### config.mk
export PLATFORM = sky130hd
export DESIGN_NAME = mux_2to1_interleave
export DESIGN_NICKNAME = d
export VERILOG_FILES = /design/src/rtl/mux_2to1_interleave.sv
export SDC_FILE = /design/constraint.sdc
export NUM_CORES = 1
export LEC_CHECK = 0
export BUFFER_PORTS_ARGS = -buffer_cell sky130_fd_sc_hd__buf_2
export CAP_MARGIN = 20
export CORE_ASPECT_RATIO = 0.75
export CORE_MARGIN = 5
export CORE_UTILIZATION = 40
export CTS_BUF_LIST = sky130_fd_sc_hd__clkbuf_8
export DETAILED_ROUTE_END_ITERATION = 8
export GPL_TIMING_DRIVEN = 0
export HOLD_SLACK_MARGIN = 0.08
export PLACE_DENSITY_LB_ADDON = 0.05
export SYNTH_ARGS = -nofsm -noshare
export SYNTH_HDL_FRONTEND = slang
export SYNTH_SLANG_ARGS = --single-unit
### constraint.sdc
create_clock -name CLK -period 1.2 [get_ports CLK]
set_input_delay 0.12 -clock CLK [delete_from_list [all_inputs] [get_ports CLK]]
set_output_delay 0.12 -clock CLK [all_outputs]
set_load 0.005 [all_outputs]
### src/rtl/mux_2to1_interleave.sv
// ---------------------------------------------------------------------------
// mux_2to1_interleave
//   Merges two half-rate lanes (lane 1 = even phase, lane 2 = odd phase) into
//   one full-rate signed sample stream. A pair is accepted on a one-cycle
//   strobe. Its two samples are then emitted on consecutive cycles.
//
// Parameters
//   BW          base width; sample width is BW+4 bits, signed
//   FIRST_LANE  1: emit IN1 then IN2; 2: emit IN2 then IN1
//
// Ports
//   CLK        in   full-rate clock, rising edge
//   RES        in   synchronous reset, active-high
//   IN1        in   lane-1 sample, signed
//   IN2        in   lane-2 sample, signed
//   IN_VALID   in   pair strobe; IN1/IN2 are sampled on the edge where it is high
//   OUT        out  interleaved sample, signed, registered
//   OUT_VALID  out  high in every cycle OUT carries a sample
//   OUT_PHASE  out  0: OUT is the first sample of its pair; 1: the second sample
//   ERR        out  sticky overrun flag, cleared only by RES
// ---------------------------------------------------------------------------
module mux_2to1_interleave #(
    parameter int unsigned BW         = 6,
    parameter int unsigned FIRST_LANE = 1
) (
    input  logic                 CLK,
    input  logic                 RES,
    input  logic signed [BW+3:0] IN1,
    input  logic signed [BW+3:0] IN2,
    input  logic                 IN_VALID,
    output logic signed [BW+3:0] OUT,
    output logic                 OUT_VALID,
    output logic                 OUT_PHASE,
    output logic                 ERR
);

    localparam int unsigned SW = BW + 4;

    typedef enum logic [1:0] {
        IDLE  = 2'd0,
        EMIT1 = 2'd1,
        EMIT2 = 2'd2
    } state_t;

    state_t               state;
    state_t               state_n;
    logic signed [SW-1:0] hold2;
    logic signed [SW-1:0] hold2_n;
    logic signed [SW-1:0] out_n;
    logic                 out_valid_n;
    logic                 out_phase_n;
    logic                 err_n;

    // Pair split into emit order; the first sample goes straight to OUT,
    // so only the second one needs a holding register.
    logic signed [SW-1:0] first_c;
    logic signed [SW-1:0] second_c;

    assign first_c  = (FIRST_LANE == 2) ? IN2 : IN1;
    assign second_c = (FIRST_LANE == 2) ? IN1 : IN2;

    // State and output registers
    always_ff @(posedge CLK) begin
        if (RES) begin
            state     <= IDLE;
            hold2     <= '0;
            OUT       <= '0;
            OUT_VALID <= 1'b0;
            OUT_PHASE <= 1'b0;
            ERR       <= 1'b0;
        end else begin
            state     <= state_n;
            hold2     <= hold2_n;
            OUT       <= out_n;
            OUT_VALID <= out_valid_n;
            OUT_PHASE <= out_phase_n;
            ERR       <= err_n;
        end
    end

    // Next-state and next-output logic
    always_comb begin
        state_n     = state;
        hold2_n     = hold2;
        out_n       = OUT;
        out_valid_n = 1'b0;
        out_phase_n = 1'b0;
        err_n       = ERR;

        case (state)
            IDLE: begin
                if (IN_VALID) begin
                    hold2_n     = second_c;
                    out_n       = first_c;
                    out_valid_n = 1'b1;
                    out_phase_n = 1'b0;
                    state_n     = EMIT1;
                end
            end

            EMIT1: begin
                // A strobe here arrives before the held sample is out: drop it.
                out_n       = hold2;
                out_valid_n = 1'b1;
                out_phase_n = 1'b1;
                state_n     = EMIT2;
                if (IN_VALID) begin
                    err_n = 1'b1;
                end
            end

            EMIT2: begin
                // Back-to-back pair keeps the stream gapless.
                if (IN_VALID) begin
                    hold2_n     = second_c;
                    out_n       = first_c;
                    out_valid_n = 1'b1;
                    out_phase_n = 1'b0;
                    state_n     = EMIT1;
                end else begin
                    state_n = IDLE;
                end
            end

            default: begin
                state_n = IDLE;
            end
        endcase
    end

endmodule
======== Word level (Yosys, flattened, before mapping) ========
Cells that the tools add are included.
W data, S select, Z words.
cells by class
  add/subtract/negate cells ............... 0
  multipliers ............................. 0
  div/mod/pow operators ................... 0
  $lt $le $gt $ge ......................... 0
  eq/ne operators ......................... 4
  shift operators ......................... 0
  mux-type cells .......................... 8
  bitwise operators ....................... 0
  reductions and logical operators ........ 6
operator list
  kind                  number
  $pmux W10 S2          1
  $mux W10              1
  $pmux W2 S3           1
  $reduce_and A2 Y1     3
  $mux W1               3
  $eq A2 B1 Y1 const B  1
  $eq A2 B2 Y1 const B  1
  $logic_not A2 Y1      1
  $mux W2               1
  $ne A2 B1 Y1 const B  1
  $ne A2 B2 Y1 const B  1
  $pmux W1 S2           1
  $reduce_bool A2 Y1    1
  $reduce_or A2 Y1      1
storage, ports and cells
  register bits after elaboration ......... 25
  latch bits .............................. 0
  RAM bits ................................ 0
  memory bits (read-only) ................. 0
  bits of input ports ..................... 23
  output and inout port bits .............. 13
  word-level logic and storage cells ...... 24
  memories kept ........................... 0

======== Logic depth before layout (Yosys ltp) ========
  depth in word-level cells ............... 4
  depth in mapped cells ................... 4
  mapped depth without buffers ............ 3

======== Worst setup path before layout ========
No wires, ideal clock.
  kind .................................... register -> register
  start point ............................. register state[0]
  end point ............................... register OUT[0]
  library setup time ...................... 0.131 ns
  arrival ................................. 0.841 ns
  data required time ...................... 1.069 ns
  slack ................................... 0.228 ns
  cell stages (with the launch flop) ...... 4
  buffers on the path ..................... 1
  clock period less this slack ............ 0.972 ns
  cells stage by stage .................... dfxtp_1 > buf_4 > mux2i_1 > a211oi_2
between the ends
  longest elaborated chain between the ends .. 4
  elaborated cells between the ends (all ways) .. 8
  classes of those cells .................. eq/ne (3); mux (1); reduce/logical (4)
ends and longest elaborated chain
  item                                                          line  source
  start: declaration                                            45    state_t state;
  start signal: assignment                                      72    state <= state_n;
  $eq A2 B2 Y1 or $logic_not A2 Y1 (tied branches)              90    case (state)
  $reduce_or A2 Y1 (no line)                                    -
  $ne A2 B1 Y1 (no line) or $reduce_bool A2 Y1 (tied branches)  -
  $reduce_and A2 Y1 (no line)                                   -
  end signal: assignment                                        74    OUT <= out_n;
  end: declaration                                              31    output logic signed [BW+3:0] OUT,
Parallel ways exist; a longest one is shown, timed or not.
A chain may end at the register's enable or synchronous reset.

======== Final worst setup path ========
  start point ............................. register state[0]
  end point ............................... register OUT[6]
The elaborated chain is that of the path after synthesis.

==> results.md <==
- Routed WL: 2.37 mm
- HP Class: primary input to register
- Worst Path Arrival: 1.25 ns
- CTS clk-pin slew, worst paths: 0.08 ns
- Tot GR Track Use: 13.8%
- Initial antenna violation count: 0
- #FFs+latches synth: 25
- H-tree levels: 1
- Number of port buffers: 34
- Final Max Tran Viols: 0
- Hold wc startpoint: IN2[6]
- Vias per cell: 4.83
- Fin Setup TNS: 0 ns
- Post-synth top area share: 49.9%
- Adder-cell share of the synthesized area: 0%
- Final worst-path cycle share: 92.0%
- Layout fillers: 228
- Worst R2R Start: state[0]
- Hold Path End: hold2[6]
- Via count: 859
- Max Cap Violations: 0
- Minimum clock period: 1.10 ns
- Worst Max-Slew Pin Slew: 0.475 ns
- Diode count: 0
- Leakage: 0.557 nW
- Vias in the first global route: 778
- Mapped Area: 1000 sq um
- Crit path launch type: register
- Clock Power Share: 28.2%
- Routability cong.: 0.737
- Die area: 3620 sq um
- IO Pins: 36
- Detail Placement HPWL: 1.70 mm
- Avg Inst Size Synth: 9.64 sq um
- Slew HR: 68.4%
- CTS Buf Count: 3
- Core Region: 2350 sq um
- XOR/XNOR share of the synthesized area: 0%
- Top_reg_cell synth: dfxtp_1
- CTS tree: yes
- Final setup viols: 0
- Final core occ: 54.9%
- RSZ-0062 raised after global routing: no
- Hold Crit Depth: 3
- Iter 0 DRT Violations: 33
- Nets@finish: 168
- Net Sw Frac: 25.4%
- Comb pwr share: 17.2%
- Synth Area in Simple Gates: 16.7%
- Design area: 1290 sq um
- Worst path required time: 1.34 ns
- Fin cells: 178
- Post-DP Area: 1210 sq um
- Seq/Total Area, Yosys: 49.9%
- Final antenna-violating net count: 0
- Clk buf depth: 2
- Top cells by area, synth: dfxtp_1 (50%), a211oi_2 (12%), mux2i_1 (10%), nand2_1 (7.5%), a21oi_1 (5.5%)
- Multiplexer area fraction after synthesis: 9.99%
- Top cells by count, synth: dfxtp_1 (25), nand2_1 (20), a21oi_1 (11)
- Initial core utilization: 42.7%
- Worst r2r dst: OUT[6]
- Post-layout total power: 1.68 mW
- Pre-Repair DR Iteration Count: 4
- Synth Area in Compound Gates: 18.9%
- Most common cell in the synthesized netlist: dfxtp_1
- Largest net degree at the start of global routing: 14
- Post-Synthesis Cells: 104
- F_max: 906 MHz
- Setup Crit Path Kind: register to register
- Critical path peak fanout: 10
- Combinational family with the most area after synthesis: compound AO/OA/AOI/OAI gates
- Die span in y: 53.4 um
- Asr flop ratio synth: 0%
- Die width: 67.8 um
- Area Growth Syn to Fin: 28.5%
- EDFF count, synth: 0
- Syn. warnings: 0
- Final Hold Vio Count: 0
- Placed cells: 172
- Clock Root Buffer: clkbuf_8
- Clock Sinks: 25
- Status: finished clean
- Largest area contributor in the netlist: dfxtp_1
- VDD IR-drop max: 932 uV
- Reg-to-reg slack, setup: 0.1 ns
- Power Dens Cells: 1310 nW/um^2
- Layout cells sized above 1: 38.9%
- Reg2reg path depth: 3
- Residual DRC: 0
- Worst skew pair latency: 0.26 ns
- WL/cell: 13.3 um
- Post-synthesis cell type count: 15
- Cell Int Power: 1.26 mW
- Part of the power in registers: 54.6%
- FP Rows: 15
- Switching power total: 428 uW
- Crit. End Element: register
- Global-route wire length before repair: 3.59 mm
- Post-Route Skew: 0.00221 ns
- Congestion Overflow GR: 0
- Post-Syn Nets: 127
==> final cells by class <==
cell class,count,area [sq um],share of cell area [%]
Sequential cell,25,500,38.9
Multi-Input combinational cell,70,459,35.7
Timing Repair Buffer,36,190,14.8
Buffer,8,46.3,3.60
Tap cell,34,42.5,3.30
Clock buffer,3,41.3,3.21
Clock inverter,1,3.75,0.292
Inverter,1,3.75,0.292
==> per-stage QoR <==
stage	hold slack (ns)	worst slack [ns]
2_1_floorplan	0.245	0.228
3_3_place_gp	0.361	0.0926
3_5_place_dp	0.370	0.0662
4_1_cts	0.0849	0.0452
5_1_grt	0.0859	0.00401
6_report	0.0858	0.0959
==> per-layer routing <==
layer	GRT usage, %	share of wire, %	wire length (um)	vias up
met2	23.9	46	1080	22
met1	16.2	46	1100	392
met5	0	0	0	-
met4	2.97	0.55	13	0
met3	5.10	7.6	181	2
li1	-	-	-	443
==> placed cells by master (no fill, tap or decap), drive strengths merged <==
master	instances
dfxtp	25
nor2b	2
dlygate4sd3	2
clkbuf	5
a22o	1
buf	40
nand2	21
a211oi	10
inv	2
nor2	3
a21oi	11
nand2b	2
mux2i	10
nor3	10
==> power by group through the flow <==
stage	clock network, mW	registers (mW)	logic, mW
finish	0.475	0.919	0.289
global route	0.541	0.928	0.319
CTS	0.491	0.920	0.285
detailed placement	0	0.939	0.284
global placement	0	0.936	0.280
floorplan	0	0.938	0.174
==> kinds of logic after synthesis <==
| kind of cell | Yosys count |
|---|---|
| AOI/OAI and AO/OA | 22 |
| buffers and inverters | 9 |
| DFF | 25 |
| muxes | 10 |
| and+or+nand+nor | 38 |
==> how the worst max path moves through the flow <==
stage	from	end	slack, ns	cells after the start
5_1_grt	state[0]	OUT[4]	0.004	4
3_5_place_dp	state[0]	hold2[0]	0.07	4
2_1_floorplan	state[0]	OUT[0]	0.23	3
4_1_cts	state[0]	hold2[0]	0.05	4
3_3_place_gp	state[0]	hold2[2]	0.09	4
6_report	state[0]	OUT[6]	0.1	3
==> sequential cells by signal (all words and copies together) (netlist names) <==
| signal | flops |
|---|---|
| ERR | 1 |
| OUT | 10 |
| OUT_PHASE | 1 |
| OUT_VALID | 1 |
| hold2 | 10 |
| state | 2 |
==> worst max-delay path, stage by stage (launching register included) <==
cell and delay [ns]:
dfxtp_1 0.39, buf_4 0.25, mux2i_1 0.25, a211oi_2 0.09
==> repair_timing <==
action                                 4_1_cts  5_1_grt
buffers inserted                             0        0
endpoints found under the hold margin        0        2
setup endpoints to repair                    0       17
hold buffers                                 0        2
resized for setup                            0        3
Power figures use the tool's default switching activity.
